==> config.mk <==
export PLATFORM = sky130hd
export DESIGN_NAME = mc8051_instr_seq
export DESIGN_NICKNAME = d
export VERILOG_FILES = /design/src/rtl/mc8051_instr_seq.sv
export SDC_FILE = /design/constraint.sdc
export NUM_CORES = 1
export LEC_CHECK = 0
export BUFFER_PORTS_ARGS = -buffer_cell sky130_fd_sc_hd__buf_2
export CORE_ASPECT_RATIO = 2
export CORE_MARGIN = 8
export CORE_UTILIZATION = 50
export CTS_BUF_LIST = sky130_fd_sc_hd__clkbuf_8
export CTS_CLUSTER_DIAMETER = 150
export DETAILED_ROUTE_END_ITERATION = 7
export GPL_TIMING_DRIVEN = 0
export HOLD_SLACK_MARGIN = 0.15
export PLACE_DENSITY_LB_ADDON = 0.2
export REMOVE_ABC_BUFFERS = 1
export SLEW_MARGIN = 5
export SYNTH_ARGS = -nofsm -noshare
export SYNTH_HDL_FRONTEND = slang
export SYNTH_SLANG_ARGS = --single-unit
==> constraint.sdc <==
create_clock -name i_clk -period 4.85 [get_ports i_clk]
set_clock_uncertainty 0.15 [all_clocks]
set_input_delay 0.485 -clock i_clk [delete_from_list [all_inputs] [get_ports i_clk]]
set_output_delay 0.485 -clock i_clk [all_outputs]
set_load 0.05 [all_outputs]
==> src/rtl/mc8051_instr_seq.sv <==
// Instruction sequencer for the mc8051 core: fetches opcodes, steps ci_stage, owns the PC.
// Optional interrupt pseudo-opcode injection at instruction boundaries: MC8051_INT_INJECT_EN.
module mc8051_instr_seq #(
  parameter int                  PC_WIDTH     = 16,
  parameter logic [PC_WIDTH-1:0] RESET_VECTOR = '0,
  parameter logic [7:0]          INT_OPCODE   = 8'hA5
) (
  input  logic                i_clk,
  input  logic                i_rst_n,
  output logic                o_mem_req,
  output logic [PC_WIDTH-1:0] o_pc,
  input  logic [7:0]          i_mem_rdata,
  input  logic                i_mem_rvalid,
  input  logic                i_mc_last,
  input  logic                i_stall,
  input  logic                i_pc_inc,
  input  logic                i_pc_load,
  input  logic [PC_WIDTH-1:0] i_pc_load_val,
  input  logic                i_int_req,
  output logic [7:0]          o_instr_buffer,
  output logic [1:0]          o_ci_stage,
  output logic                o_instr_valid,
  output logic                o_seq_err
);

  typedef enum logic [1:0] {IDLE, FETCH, EXEC} state_e;

  state_e              state_q, state_d;
  logic [PC_WIDTH-1:0] pc_q, pc_d;
  logic [7:0]          buf_q, buf_d;
  logic [1:0]          stage_q, stage_d;
  logic                inj_q, inj_d;

  always_ff @(posedge i_clk or negedge i_rst_n) begin
    if (!i_rst_n) begin
      state_q <= IDLE;
      pc_q    <= RESET_VECTOR;
      buf_q   <= 8'h00;
      stage_q <= 2'b00;
      inj_q   <= 1'b0;
    end else begin
      state_q <= state_d;
      pc_q    <= pc_d;
      buf_q   <= buf_d;
      stage_q <= stage_d;
      inj_q   <= inj_d;
    end
  end

  // An overrun at stage 3 ends the instruction exactly like i_mc_last, but flags o_seq_err.
  always_comb begin
    state_d   = state_q;
    pc_d      = pc_q;
    buf_d     = buf_q;
    stage_d   = stage_q;
    inj_d     = inj_q;
    o_seq_err = 1'b0;
    unique case (state_q)
      IDLE: state_d = FETCH;
      FETCH: begin
        if (i_mem_rvalid) begin
          buf_d   = i_mem_rdata;
          pc_d    = pc_q + PC_WIDTH'(1);
          stage_d = 2'b00;
          inj_d   = 1'b0;
          state_d = EXEC;
        end
      end
      EXEC: begin
        if (!i_stall) begin
          if (i_pc_load) begin
            pc_d = i_pc_load_val;
          end else if (i_pc_inc) begin
            pc_d = pc_q + PC_WIDTH'(1);
          end
          if (i_mc_last || (stage_q == 2'd3)) begin
            o_seq_err = !i_mc_last;
            state_d   = FETCH;
`ifdef MC8051_INT_INJECT_EN
            // inj_q blocks a second injection right after an injected instruction.
            if (i_int_req && !inj_q) begin
              state_d = EXEC;
              buf_d   = INT_OPCODE;
              stage_d = 2'b00;
              inj_d   = 1'b1;
            end
`endif
          end else begin
            stage_d = stage_q + 2'd1;
          end
        end
      end
      default: state_d = IDLE;
    endcase
  end

`ifndef MC8051_INT_INJECT_EN
  logic unused_int;
  assign unused_int = ^{i_int_req, INT_OPCODE, inj_q};
`endif

  assign o_mem_req      = (state_q == FETCH);
  assign o_instr_valid  = (state_q == EXEC);
  assign o_pc           = pc_q;
  assign o_instr_buffer = buf_q;
  assign o_ci_stage     = stage_q;

endmodule

Word-level counts from Yosys, hierarchy flattened
Index checks and enable logic that the tools add are counted.
{"block": "classes", "addsub": 2, "eq_ne": 8, "n_mux": 16, "n_reduce_logical": 8}
{"cell": "$mux W16", "n": 4}
{"cell": "$pmux W16 S2", "n": 1}
{"cell": "$add A16 B1 Y16 const B", "n": 1}
{"cell": "$mux W2", "n": 6}
{"cell": "$reduce_and A4 Y1", "n": 2}
{"cell": "$pmux W2 S3", "n": 1}
{"cell": "$eq A2 B2 Y1 const B", "n": 2}
{"cell": "$ne A2 B1 Y1 const B", "n": 2}
{"cell": "$ne A2 B2 Y1 const B", "n": 2}
{"cell": "$pmux W2 S2", "n": 1}
{"cell": "$mux W1", "n": 3}
{"cell": "$ne A3 B3 Y1 const B", "n": 1}
{"cell": "$reduce_and A3 Y1", "n": 1}
{"cell": "$add A2 B1 Y2 const B", "n": 1}
{"cell": "$eq A2 B1 Y1 const B", "n": 1}
{"cell": "$logic_not A2 Y1", "n": 1}
{"cell": "$reduce_and A2 Y1", "n": 1}
{"cell": "$reduce_bool A2 Y1", "n": 1}
{"cell": "$logic_not A1 Y1", "n": 1}
{"cell": "$logic_or A1 B1 Y1", "n": 1}
{"block": "word_totals", "reg_bits": 28, "out_inout_bits": 29, "wordCells": 38}

Longest topological paths before layout
{"block": "depth", "word_depth": 5, "mapped_depth": 6, "ltp_nobuf": 5}

Least setup slack after synthesis
No wires, ideal clock.
{"block": "synth_timing", "path_kind": "register to output", "startpoint": "register stage_q[0], in the netlist o_ci_stage[0]", "endpoint": "output o_seq_err", "arrival_ns": 2.513, "slack_ns": 1.702, "path_stages_with_launch": 3, "n_path_buf": 0, "path_cell_list": "dfrtp_1 -> ha_1 -> nor4b_1"}
{"block": "synth_via", "elab_chain_len": 5}
{"item": "start, declared", "line": "31", "rtl": "logic [1:0] stage_q, stage_d;"}
{"item": "start signal, assigned", "line": "45", "rtl": "stage_q <= stage_d;"}
{"item": "$eq A2 B2 Y1", "line": "76", "rtl": "if (i_mc_last || (stage_q == 2'd3)) begin"}
{"item": "$logic_or A1 B1 Y1", "line": "76"}
{"item": "$mux W1", "line": "76"}
{"item": "$mux W1", "line": "70", "rtl": "if (!i_stall) begin"}
{"item": "$mux W1", "line": "58", "rtl": "unique case (state_q)"}
{"item": "end, declared", "line": "23", "rtl": "output logic o_seq_err"}
Every way passes these cells.

Worst setup path in the final report
{"block": "layout_timing", "startpoint": "register state_q[0]", "endpoint": "register pc_q[13], in the netlist o_pc[13]"}
{"block": "layout_via", "elab_chain_len": 3}
{"item": "start, declared", "line": "28", "rtl": "state_e state_q, state_d;"}
{"item": "start signal, assigned", "line": "42", "rtl": "state_q <= state_d;"}
{"item": "$eq A2 B2 Y1 or $eq A2 B1 Y1 (tied branches)", "line": "58"}
{"item": "$ne A3 B3 Y1 (no source line) (tied with other cells)"}
{"item": "$reduce_and A4 Y1 (no source line)"}
{"item": "end signal, assigned", "line": "43", "rtl": "pc_q <= pc_d;"}
{"item": "end, declared", "line": "29", "rtl": "logic [PC_WIDTH-1:0] pc_q, pc_d;"}
Parallel ways exist; a longest one is shown, timed or not.
A chain may end at the register's enable or synchronous reset.

==> impl_metrics.csv <==
group,metric,value,unit
logic_synthesis,yosysWarnings,0,
finish,final_nets,257,
sta,setup_violations,0,
setup_path,end_kind,"register",
logic_synthesis,synthCells,166,
setup_path,path_cells,"nand3b_1, nand2_1, o211ai_1, o21ai_0",
finish,drive_gt1_share,32.4,%
sta,slew_viol_final,0,
logic_synthesis,synth_top_area_cell,"dfrtp_1",
route,ant_nets,0,
cts,clock-sinks,28,
worst_hold_path,worst_hold_startpoint,"i_mem_rdata[5]",
finish,fillers,277,
floorplanning,die_area,0.00537,mm2
route,drc,0,
floorplanning,num_io_pins,61,
worst_hold_path,hold_path_depth,2,
place,place_congestion,0.850,
global_route,antenna_found_initial,0,
global_route,grt-ovfl-total,0,
logic_synthesis,yosys.cell_types.count,45,
global_route,grt_start_max_net_pins,31,
worst_hold_path,min_path_type,"primary input to register",
job,drv_cap,0,
route,routed_wirelength,4520,um
route,drt_iter0_markers,41,
logic_synthesis,yosysSeqAreaShare,43.9,%
logic_synthesis,avgSynthCellArea,9.62,um2
logic_synthesis,synth-edff-count,0,
sta,max_freq,448,MHz
setup_path,r2r_slack,2.62,ns
cts,cts_hold_buf,1,
floorplanning,rows,29,
setup_path,reg2reg_to,"o_pc[13]",
floorplanning,die_w,56.0,um
cts,cts-root-buf,"clkbuf_8",
route,num_vias,1583,
finish,finalInstanceArea,0.00198,mm2
cts,cts_buffers,3,
finish,antenna_cells,0,
global_route,grt_pass1_vias,1697,
finish,regArea,701,um2
cts,insertion_delay,0.27,ns
power_and_ir_drop,power_density,778,mW/mm2
cts,post-cts-setup-buffer-count,0,
cts,clock_path_buffers,2,
logic_synthesis,syn_area,0.00160,mm2
global_route,grt_first_pass_wirelength,7450,um
setup_path,reg2reg_depth,4,
logic_synthesis,yosys-top-cells-area,"dfrtp_1 44%, a21oi_1 6.3%, mux2_1 4.9%",
setup_path,cp_slowest_cell,"nand3b_1",
cts,clkTransAtPathRegs,0.10,ns
floorplanning,die_h,95.9,um
floorplanning,fp.coreArea,0.00312,mm2
setup_path,crit_required,4.89,ns
logic_synthesis,ys.flop_type,"dfrtp_1",
sta,fin_crit,2.23,ns
finish,area_growth,24.0,%
sta,grt_setup_unrepaired,"false",
setup_path,crit_fanout,30,
global_route,grt_usage,16.5,%
logic_synthesis,async_reset_ff_share,100,%
route,wire_per_inst,17.8,um
setup_path,path_class,"register to register",
route,dr.pass1.iters,4,
logic_synthesis,yosysTopAreaCellShare,43.9,%
setup_path,slowest_delay,0.86,ns
place,io_buffers,59,
cts,cts_tree,"built",
route,vias_per_cell,6.26,
power_and_ir_drop,leakagePower,0.000929,uW
place,hpwl,3420,um
setup_path,r2r-start,"state_q[0]",
setup_path,critPathArrivalTime,2.27,ns
cts,h-tree-depth,1,
sta,post-route-period-util,46.0,%
cts,cts-resized-gates,0,
place,post_dp_cell_area,0.00190,mm2
worst_hold_path,hold_end,"o_instr_buffer[5]",
sta,worst_pin_slew,1.14,ns
finish,multiInputGateArea,856,um2
floorplanning,start_util,51.2,%
power_and_ir_drop,peakVddDrop,560,uV
run_status,status,"complete, no violations",
sta,slew_headroom,24.1,%
sta,hold_viol,0,
logic_synthesis,synth-seq-cells,28,
sta,final.setup.tns,0,ns
setup_path,start_kind,"register",
-- Yosys cell counts, types with 3 or more instances --
| cell | count |
|---|---|
| or4_1 | 3 |
| clkbuf_1 | 6 |
| o21ai_1 | 3 |
| and3_1 | 3 |
| a2bb2oi_1 | 3 |
| nor4_1 | 4 |
| nand3_1 | 7 |
| nand2b_1 | 3 |
| o21ai_0 | 9 |
| a31oi_1 | 3 |
| a21oi_1 | 20 |
| nand2_1 | 17 |
| mux2_1 | 7 |
| nand4_1 | 5 |
| nor2_1 | 8 |
| dfrtp_1 | 28 |
-- layout by cell type (no fill, tap or decap), types with 2 or more instances in the layout --
cell,n
nand2b_1,3
clkbuf_8,3
nand4_1,5
nand2_1,17
dfrtp_1,28
a2bb2oi_1,3
mux2_1,7
o31ai_1,2
mux2i_1,2
nand3_1,7
nor4_1,4
nand3b_1,2
o21ai_0,9
or4_1,3
a21oi_1,20
ha_1,2
o21ai_1,3
a31oi_1,3
nor4b_1,2
and3_1,3
buf_2,59
inv_1,2
nor2_1,8
o211ai_1,2
-- how the worst max path moves through the flow --
| stage | depth (start not counted) | slack (ns) | from | end |
|---|---|---|---|---|
| 6_report | 4 | 2.62 | state_q[0] | o_pc[13] |
| 5_1_grt | 4 | 2.38 | state_q[0] | o_pc[13] |
| 4_1_cts | 4 | 2.61 | state_q[0] | o_pc[6] |
| 3_5_place_dp | 5 | 2.49 | i_mem_rvalid | o_pc[6] |
| 3_3_place_gp | 5 | 2.60 | i_mem_rvalid | o_pc[10] |
| 2_1_floorplan | 2 | 1.70 | o_ci_stage[0] | o_seq_err |
-- critical path: cells and delay by family, from the launching register on --
family,cells,cell delay (ns)
AO/OA/AOI/OAI,2,0.34
flip-flops,1,0.44
AND/OR/NAND/NOR,2,1.21
-- report_power, final --
group	total (uW)	leakage, uW	internal (uW)	switching (uW)
sequential	479	0.000328	341	139
combinational	876	0.000565	236	640
clock	186	0.0000357	111	75.2
total	1540	0.000929	687	854
-- per-layer routing --
metal  global-route usage [%]  part of all wire, %
met3                     4.76                  7.7
met2                     32.0                   55
met1                     15.5                   36
met4                     6.65                  1.8
met5                        0                    0
-- kinds of logic (layout without fill, tap and decap cells) --
family | count (synthesis) | after routing | synth area share, %
adders and majority gates | 2 | 2 | 1.57
buffers and inverters | 10 | 66 | 2.51
and+or+nand+nor | 62 | 62 | 22.5
DFF | 28 | 28 | 43.9
muxes | 10 | 10 | 6.90
AOI/OAI and AO/OA | 54 | 54 | 22.6
-- final cells by class --
| class | instances | area share (%) |
|---|---|---|
| multi-input cells | 128 | 43.2 |
| flip-flops and latches | 28 | 35.4 |
| repair buffers | 60 | 15.4 |
| clock buffers | 3 | 2.09 |
| well taps | 31 | 1.96 |
| clock inverters | 1 | 1.52 |
| inverters | 2 | 0.379 |
-- stage by stage --
stage                     utilization (%)  std cells  total power (uW)  hold WS (ns)  setup WS, ns
after global routing                 63.4        253              1630         0.257          2.38
after floorplan                         -        158              1130        0.0394          1.70
after detailed placement             60.8        248              1360         0.330          2.49
after global placement               60.8        248              1330         0.319          2.60
final                                63.4        253              1540         0.259          2.62
after CTS                            63.4        253              1550         0.260          2.61
-- state kept, by name, summed over array words and instances (netlist names) --
name	count
o_pc	16
o_ci_stage	2
o_instr_buffer	8
state_q	2
Power figures use the tool's default switching activity.
